## config.mk

```make
export PLATFORM = sky130hd
export DESIGN_NAME = axi_write_burst_sequencer
export DESIGN_NICKNAME = d
export VERILOG_FILES = /design/src/rtl/axi_write_burst_sequencer.sv
export SDC_FILE = /design/constraint.sdc
export NUM_CORES = 1
export LEC_CHECK = 0
export BUFFER_PORTS_ARGS = -buffer_cell sky130_fd_sc_hd__buf_2
export CORE_AREA = 2 2 492 494
export DETAILED_ROUTE_END_ITERATION = 12
export DIE_AREA = 0 0 494 496
export PLACE_DENSITY_LB_ADDON = 0.15
export SYNTH_ARGS = -nofsm -noshare
export SYNTH_HDL_FRONTEND = slang
export SYNTH_SLANG_ARGS = --single-unit
```

## constraint.sdc

```tcl
create_clock -name CLK -period 9.5 [get_ports CLK]
set_clock_uncertainty 0.1 [all_clocks]
set_input_delay 0.95 -clock CLK [delete_from_list [all_inputs] [get_ports CLK]]
set_output_delay 0.95 -clock CLK [all_outputs]
set_load 0.01 [all_outputs]
```

## src/rtl/axi_write_burst_sequencer.sv

```systemverilog
// Splits a (start address, byte count) write command into 4 KB-safe AXI4 INCR bursts with per-beat lane strobes.
// AW one cycle after accept, W only after the AW handshake, B after WLAST; W and SRC are combinationally coupled so stalls pass straight through.
module axi_write_burst_sequencer #(
  parameter int DATA_BYTES = 64,
  parameter int ADDR_WIDTH = 64,
  parameter int LEN_WIDTH  = 32,
  parameter int MAX_BURST  = 64
) (
  input  logic                    CLK,
  input  logic                    RST,
  input  logic                    CMD_VALID,
  output logic                    CMD_READY,
  input  logic [ADDR_WIDTH-1:0]   CMD_ADDR,
  input  logic [LEN_WIDTH-1:0]    CMD_BYTES,
  input  logic [8*DATA_BYTES-1:0] SRC_DATA,
  input  logic                    SRC_VALID,
  output logic                    SRC_READY,
  output logic [ADDR_WIDTH-1:0]   AWADDR,
  output logic [7:0]              AWLEN,
  output logic [2:0]              AWSIZE,
  output logic [1:0]              AWBURST,
  output logic                    AWVALID,
  input  logic                    AWREADY,
  output logic [8*DATA_BYTES-1:0] WDATA,
  output logic [DATA_BYTES-1:0]   WSTRB,
  output logic                    WLAST,
  output logic                    WVALID,
  input  logic                    WREADY,
  input  logic [1:0]              BRESP,
  input  logic                    BVALID,
  output logic                    BREADY,
  output logic                    BUSY,
  output logic                    DONE,
  output logic                    ERROR
);

  typedef enum logic [1:0] {IDLE, ADDR, DATA, RESP} state_t;

  state_t                state, next_state;
  logic [LEN_WIDTH-1:0]  remaining;
  logic [7:0]            beat_cnt;
  logic [14:0]           burst_cap;
  logic [LEN_WIDTH-1:0]  burst_bytes, next_rem;
  logic [ADDR_WIDTH-1:0] next_addr;
  logic                  last_burst;
  logic [5:0]            end_lo;
  logic [DATA_BYTES-1:0] first_mask, last_mask;
  logic                  unused_bresp0;

  assign unused_bresp0 = BRESP[0];
  assign AWSIZE  = 3'b110;
  assign AWBURST = 2'b01;

  // Beats for a burst starting at addr_lo: capped by MAX_BURST, the 4 KB page and the bytes left.
  function automatic logic [7:0] calc_len(input logic [11:0] addr_lo, input logic [LEN_WIDTH-1:0] rem);
    logic [LEN_WIDTH+1:0] need;
    logic [6:0]           to_4k;
    logic [8:0]           beats;
    need  = ((LEN_WIDTH+2)'(rem) + (LEN_WIDTH+2)'(addr_lo[5:0]) + (LEN_WIDTH+2)'(63)) >> 6;
    to_4k = 7'd64 - {1'b0, addr_lo[11:6]};
    beats = 9'(MAX_BURST);
    if ({2'b00, to_4k} < beats) beats = {2'b00, to_4k};
    if (need < (LEN_WIDTH+2)'(beats)) beats = 9'(need);
    return 8'(beats - 9'd1);
  endfunction

  // Bytes the current burst can carry; if the rest fits, this is the command's final burst.
  assign burst_cap   = {({1'b0, AWLEN} + 9'd1), 6'd0} - {9'd0, AWADDR[5:0]};
  assign last_burst  = remaining <= LEN_WIDTH'(burst_cap);
  assign burst_bytes = last_burst ? remaining : LEN_WIDTH'(burst_cap);
  assign next_rem    = remaining - burst_bytes;
  assign next_addr   = AWADDR + ADDR_WIDTH'(burst_bytes);
  assign end_lo      = AWADDR[5:0] + remaining[5:0];

  assign first_mask = (beat_cnt == 8'd0) ? ({DATA_BYTES{1'b1}} << AWADDR[5:0]) : {DATA_BYTES{1'b1}};
  assign last_mask  = (last_burst && beat_cnt == AWLEN && end_lo != 6'd0) ?
                      ~({DATA_BYTES{1'b1}} << end_lo) : {DATA_BYTES{1'b1}};

  always_ff @(posedge CLK) begin
    if (RST) state <= IDLE;
    else     state <= next_state;
  end

  always_comb begin
    next_state = state;
    CMD_READY  = 1'b0;
    AWVALID    = 1'b0;
    WVALID     = 1'b0;
    SRC_READY  = 1'b0;
    WDATA      = '0;
    WSTRB      = '0;
    WLAST      = 1'b0;
    BREADY     = 1'b0;
    BUSY       = (state != IDLE);
    case (state)
      IDLE: begin
        CMD_READY = 1'b1;
        if (CMD_VALID && CMD_BYTES != '0) next_state = ADDR;
      end
      ADDR: begin
        AWVALID = 1'b1;
        if (AWREADY) next_state = DATA;
      end
      DATA: begin
        WVALID    = SRC_VALID;
        SRC_READY = WREADY;
        WDATA     = SRC_DATA;
        WSTRB     = first_mask & last_mask;
        WLAST     = (beat_cnt == AWLEN);
        if (SRC_VALID && WREADY && beat_cnt == AWLEN) next_state = RESP;
      end
      RESP: begin
        BREADY = 1'b1;
        if (BVALID) next_state = (next_rem == '0) ? IDLE : ADDR;
      end
      default: next_state = IDLE;
    endcase
  end

  always_ff @(posedge CLK) begin
    if (RST) begin
      AWADDR    <= '0;
      AWLEN     <= '0;
      remaining <= '0;
      beat_cnt  <= '0;
      DONE      <= 1'b0;
      ERROR     <= 1'b0;
    end else begin
      DONE <= 1'b0;
      case (state)
        IDLE: if (CMD_VALID) begin
          ERROR     <= 1'b0;
          AWADDR    <= CMD_ADDR;
          remaining <= CMD_BYTES;
          AWLEN     <= calc_len(CMD_ADDR[11:0], CMD_BYTES);
          if (CMD_BYTES == '0) DONE <= 1'b1;
        end
        ADDR: if (AWREADY) beat_cnt <= '0;
        DATA: if (SRC_VALID && WREADY) beat_cnt <= beat_cnt + 8'd1;
        RESP: if (BVALID) begin
          if (BRESP[1]) ERROR <= 1'b1;
          AWADDR    <= next_addr;
          remaining <= next_rem;
          if (next_rem == '0) DONE  <= 1'b1;
          else                AWLEN <= calc_len(next_addr[11:0], next_rem);
        end
        default: ;
      endcase
    end
  end

endmodule

```

* After elaboration in Yosys (flattened, before gate mapping)
Index checks and enable logic that the tools add are counted.
Operators by class: add/sub/neg operators 14, $lt $le $gt $ge 5, equality and inequality tests 12, shift operators 2, multiplexer cells 57, bitwise gates (word level) 2, reductions and logical operators 19
Operator list (count):
- 2-to-1 mux 512 bit | 1
- 2-to-1 mux 64 bit | 5
- one-hot mux 64 bit (2 select lines) | 1
- left shift 64 x 6 -> 64 bit (first input constant) | 2
- 2-to-1 mux 8 bit | 14
- 2-to-1 mux 32 bit | 3
- adder 33 x 6 -> 34 bit (second input constant) | 2
- adder 32 x 6 -> 33 bit | 2
- adder 64 x 32 -> 64 bit | 1
- bitwise AND 64 bit | 1
- zero test 32 bit | 2
- inverter 64 bit | 1
- one-hot mux 32 bit (2 select lines) | 1
- 2-to-1 mux 9 bit | 7
- less-than comparator 28 x 9 -> 1 bit | 2
- less-or-equal comparator 32 x 15 -> 1 bit | 1
- one-hot mux 8 bit (2 select lines) | 2
- nonzero test 32 bit | 1
- subtractor 32 bit | 1
- != test 2 bit (second input constant) | 8
- subtractor 8 x 1 -> 8 bit (second input constant) | 2
- subtractor 15 x 6 -> 15 bit | 1
- less-than comparator 7 bit (second input constant) | 2
- 2-to-1 mux 1 bit | 14
- 18 further kinds | 34
Storage, ports and cells: flip-flop bits (word level) 116, input port bits 617, output and inout port bits 662, logic and storage cells 118

* Depth between registers and ports, before layout
word-level depth 22, gate-level depth with buffers 53, depth with buffers taken out 51

* Worst setup path after synthesis
Ideal clock, no wire load.
path type flip-flop to flip-flop, from register AWADDR[1], to register AWLEN[6], library setup time 0.143 ns, arrival 8.642 ns, data required time 9.257 ns, setup slack 0.615 ns, cell stages (with the launch flop) 48, buffers on the path 2, clock period less this slack 8.885 ns, cell sequence dfxtp_1 clkbuf_1 or3_1 or3_1 o21ai_0 or3_1 inv_1 nand3_1 nor2_1 xnor2_1 inv_1 ha_1 a21o_1 a211oi_1 o21ai_0 a21oi_1 o2111ai_1 clkbuf_1 (+12 left out) o31a_1 nor3_1 and4_1 xor2_1 ha_1 nand3_1 o22ai_1 nor2_1 o31ai_1 a21oi_1 nand3_1 o32ai_1 or2_2 ha_1 inv_1 a211o_1 o31ai_1 o311ai_0
On the way: longest elaborated chain between the ends 21, elaborated cells on any way between the ends 27, classes of those cells 7 x add/sub; 3 x order compare; 1 x eq/ne; 14 x mux; 2 x reduce/logical
RTL lines:
- start, declared | line 18 | output logic [ADDR_WIDTH-1:0] AWADDR,
- start signal, assigned | line 142 | AWADDR <= next_addr;
- branches (longest 21 deep; another with adder 64 x 32 -> 64 bit)
- end signal, assigned | line 135 | AWLEN <= calc_len(CMD_ADDR[11:0], CMD_BYTES);
- end signal, assigned | line 145 | else AWLEN <= calc_len(next_addr[11:0], next_rem);
- end, declared | line 19 | output logic [7:0] AWLEN,
Several ways; the timed one is not identified. The select of a mux whose other input is x is not followed. A chain may end at the register's enable or synchronous reset.

* Worst setup path in the final report
Ends and elaborated chain as after synthesis.

==> flow_summary.toml <==
[finish]
final_util = 0.125
fin_nets = 4599
final_cell_count_no_fill = 7275
drive_gt1_frac = 0.421
syn2layout_area_growth_pct = 76.4
fin_area_um2 = 30000

[routing]
wl_per_cell_um = 29.9
drt-initial-drc-count = 1482
antenna_left = 0
viasPerCell = 3.51
drc = 0
firstDrtPassIters = 5
wirelength_um = 218000
vias = 25500

[place]
place_inst = 7019
gp_congestion = 0.889
portBuffers = 1272
placed_area_um2 = 28400
post-place-ws_ns = -0.132
hpwlAfterDp_um = 193000

[sta]
setup_viol = 0
fin_hold_ws_ns = 0.418
setup_tns_ns = 0
hold_viol = 0
post-route-period-util = 0.952
finalMaxSlewViolations = 0
maxSlewHeadroom = 0.219
fmax_mhz = 111
tightest_slew_ns = 1.17
finalWorstSetupSlack_ns = 0.454
min_period_ns = 9.05

[die]
start_util = 0.0709
fp.dieH_um = 496
die_width_um = 494
coreArea_um2 = 240000
num_rows = 180
die-area_um2 = 245000
io_pins = 1279

[critical_path]
cp_common_cell = "buf_4"
startpoint = "AWADDR[1]"
r2r-start = "AWADDR[1]"
slowest_stage = "or4_1"
path_max_fanout = 3
reg2reg_depth = 38
reg2reg_slack_ns = 0.45
timing.rr.end = "AWLEN[6]"
worst_path_largest_cell_delay_ns = 0.60
crit_type = "flop to flop"
crit_arrival_ns = 9.31
crit_path_start_kind = "flop"
cp-end-kind = "flop"
endpoint = "AWLEN[6]"
required_ns = 9.76

[synthesis]
synth_flop_cell = "dfxtp_1"
ys_top_cells_by_count = "533 x and2_1, 217 x nor2_1, 196 x a21oi_1, 180 x nand2_1, 142 x clkbuf_1"
yosysTopAreaCell = "and2_1"
synth_most_common_cell = "and2_1"
syn_avg_cell_area_um2 = 6.77
ys_warn_count = 0
syn_area_um2 = 17000
postSynthCellCount = 2512
synth_edf_count = 0
async_reset_ff_frac = 0
yosysSeqAreaShare = 0.137
netlist.area_leader.share = 0.196
yosysUniqueCellTypes = 81
synth_area_leaders = "and2_1 20%, dfxtp_1 14%, ha_1 8.5%, a21oi_1 5.8%, nor2_1 4.8%"
synth-seq-cells = 116

[worst_hold_path]
hp-class = "flop to flop"

[clock_tree]
clkSinkCount = 116
cts_made_buffers = 17
cts_max_level = 4
clock_insertion_delay_worst_skew_ns = 0.51
cts_root_buffer = "clkbuf_16"
clockBufferDepth = 2
cts_tree = "yes"
clkTransAtPathRegs_ns = 0.08

[flow_run]
drv_cap = 0

[run_status]
outcome = "finished, final reports clean"

[grt]
gr-total-overflow = 0
grt_pass1_wl_um = 267000
grt_start_max_net_pins = 226
grt_use_total = 0.168
antenna_found_initial = 251
grt_pass1_vias = 24700

[pwr]
ir_worst_vdd_v = 0.000639
power_mw = 14.4
powerDensity_nw_per_um2 = 479
p_leak_nw = 14.4
[logic make-up (layout without fill, tap and decap cells)]
kind of cell | count (synthesis) | in the layout | share of synthesized area
buf+inv | 279 | 1624 | 0.0636
fa+ha+maj | 118 | 118 | 0.0882
compound gates | 615 | 615 | 0.236
xor+xnor | 103 | 103 | 0.0531
other cells | 2 | 235 | 0.000442
flops | 116 | 116 | 0.137
mux | 55 | 55 | 0.0337
simple gates | 1224 | 1224 | 0.388
[layer usage]
metal / up-vias / global-route usage / wire length, um
met5: - / 0 / 803
met4: 120 / 0.0966 / 12500
met3: 458 / 0.0569 / 16300
met2: 1207 / 0.322 / 118000
met1: 12000 / 0.152 / 69800
li1: 11700 / - / -
[power breakdown]
part | internal (mW) | switching (mW) | leakage, nW
clock network | 0.389 | 0.347 | 0.279
logic | 5.16 | 7.49 | 13.1
registers | 0.688 | 0.295 | 0.958
[what timing repair did]
action / 4_1_cts / 5_1_grt
pin swaps: 6 / 30
endpoints found under the setup margin: 5 / 8
gates resized for setup: 11 / 75
buffers inserted: 3 / 9
hold buffers: 0 / 0
[area by class of cell]
cell class	instances	area [um^2]
timing repair buffer	1475	7940
antenna	213	533
clock inverter	14	154
inverter	117	439
fill	28300	210000
multi-input combinational	2137	14200
sequential	116	2320
tap	3185	3990
clock buffer	18	429
[sequential cells by signal (all words and copies together) (netlist names)]
signal / cells
AWADDR: 64
remaining: 32
AWLEN: 8
beat_cnt: 8
state: 2
DONE: 1
ERROR: 1
[worst min-delay path by stage]
stage / startpoint / endpoint / slack, ns / depth (start not counted)
after floorplan: remaining[2] / remaining[2] / 0.38 / 2
after global placement: AWADDR[48] / AWADDR[48] / 0.39 / 1
after detailed placement: AWADDR[48] / AWADDR[48] / 0.39 / 1
after CTS: AWADDR[63] / AWADDR[63] / 0.42 / 2
after global routing: AWADDR[29] / AWADDR[29] / 0.46 / 2
final: AWADDR[13] / AWADDR[13] / 0.42 / 2
[cells in the final DEF, fill, tap and decap left out, types with 19 or more instances in the layout]
cell type	n
a21oi_1	186
diode_2	213
mux2i_1	39
xnor2_1	45
buf_2	1271
nor2_1	214
dfxtp_1	116
buf_4	198
nor4_1	25
ha_1	104
o211ai_1	19
o21ai_0	99
nand2_1	177
inv_1	112
a211oi_1	70
and2_1	533
nand2b_1	20
nand3_1	46
and3_1	30
a21o_1	40
xor2_1	48
conb_1	22
o21a_1	20
nor3_1	60
[worst max-delay path: cells and delay by family, from the launching register on]
family                   cells  cell delay [ns]
AO/OA/AOI/OAI               15             2.95
flip-flops                   1             0.31
buffers and inverters        9             0.97
AND/OR/NAND/NOR              7             2.81
XOR/XNOR                     2             0.38
multiplexers                 2             0.60
adder cells (fa/ha/maj)      3             0.75
(Power assumes the default switching activity.)
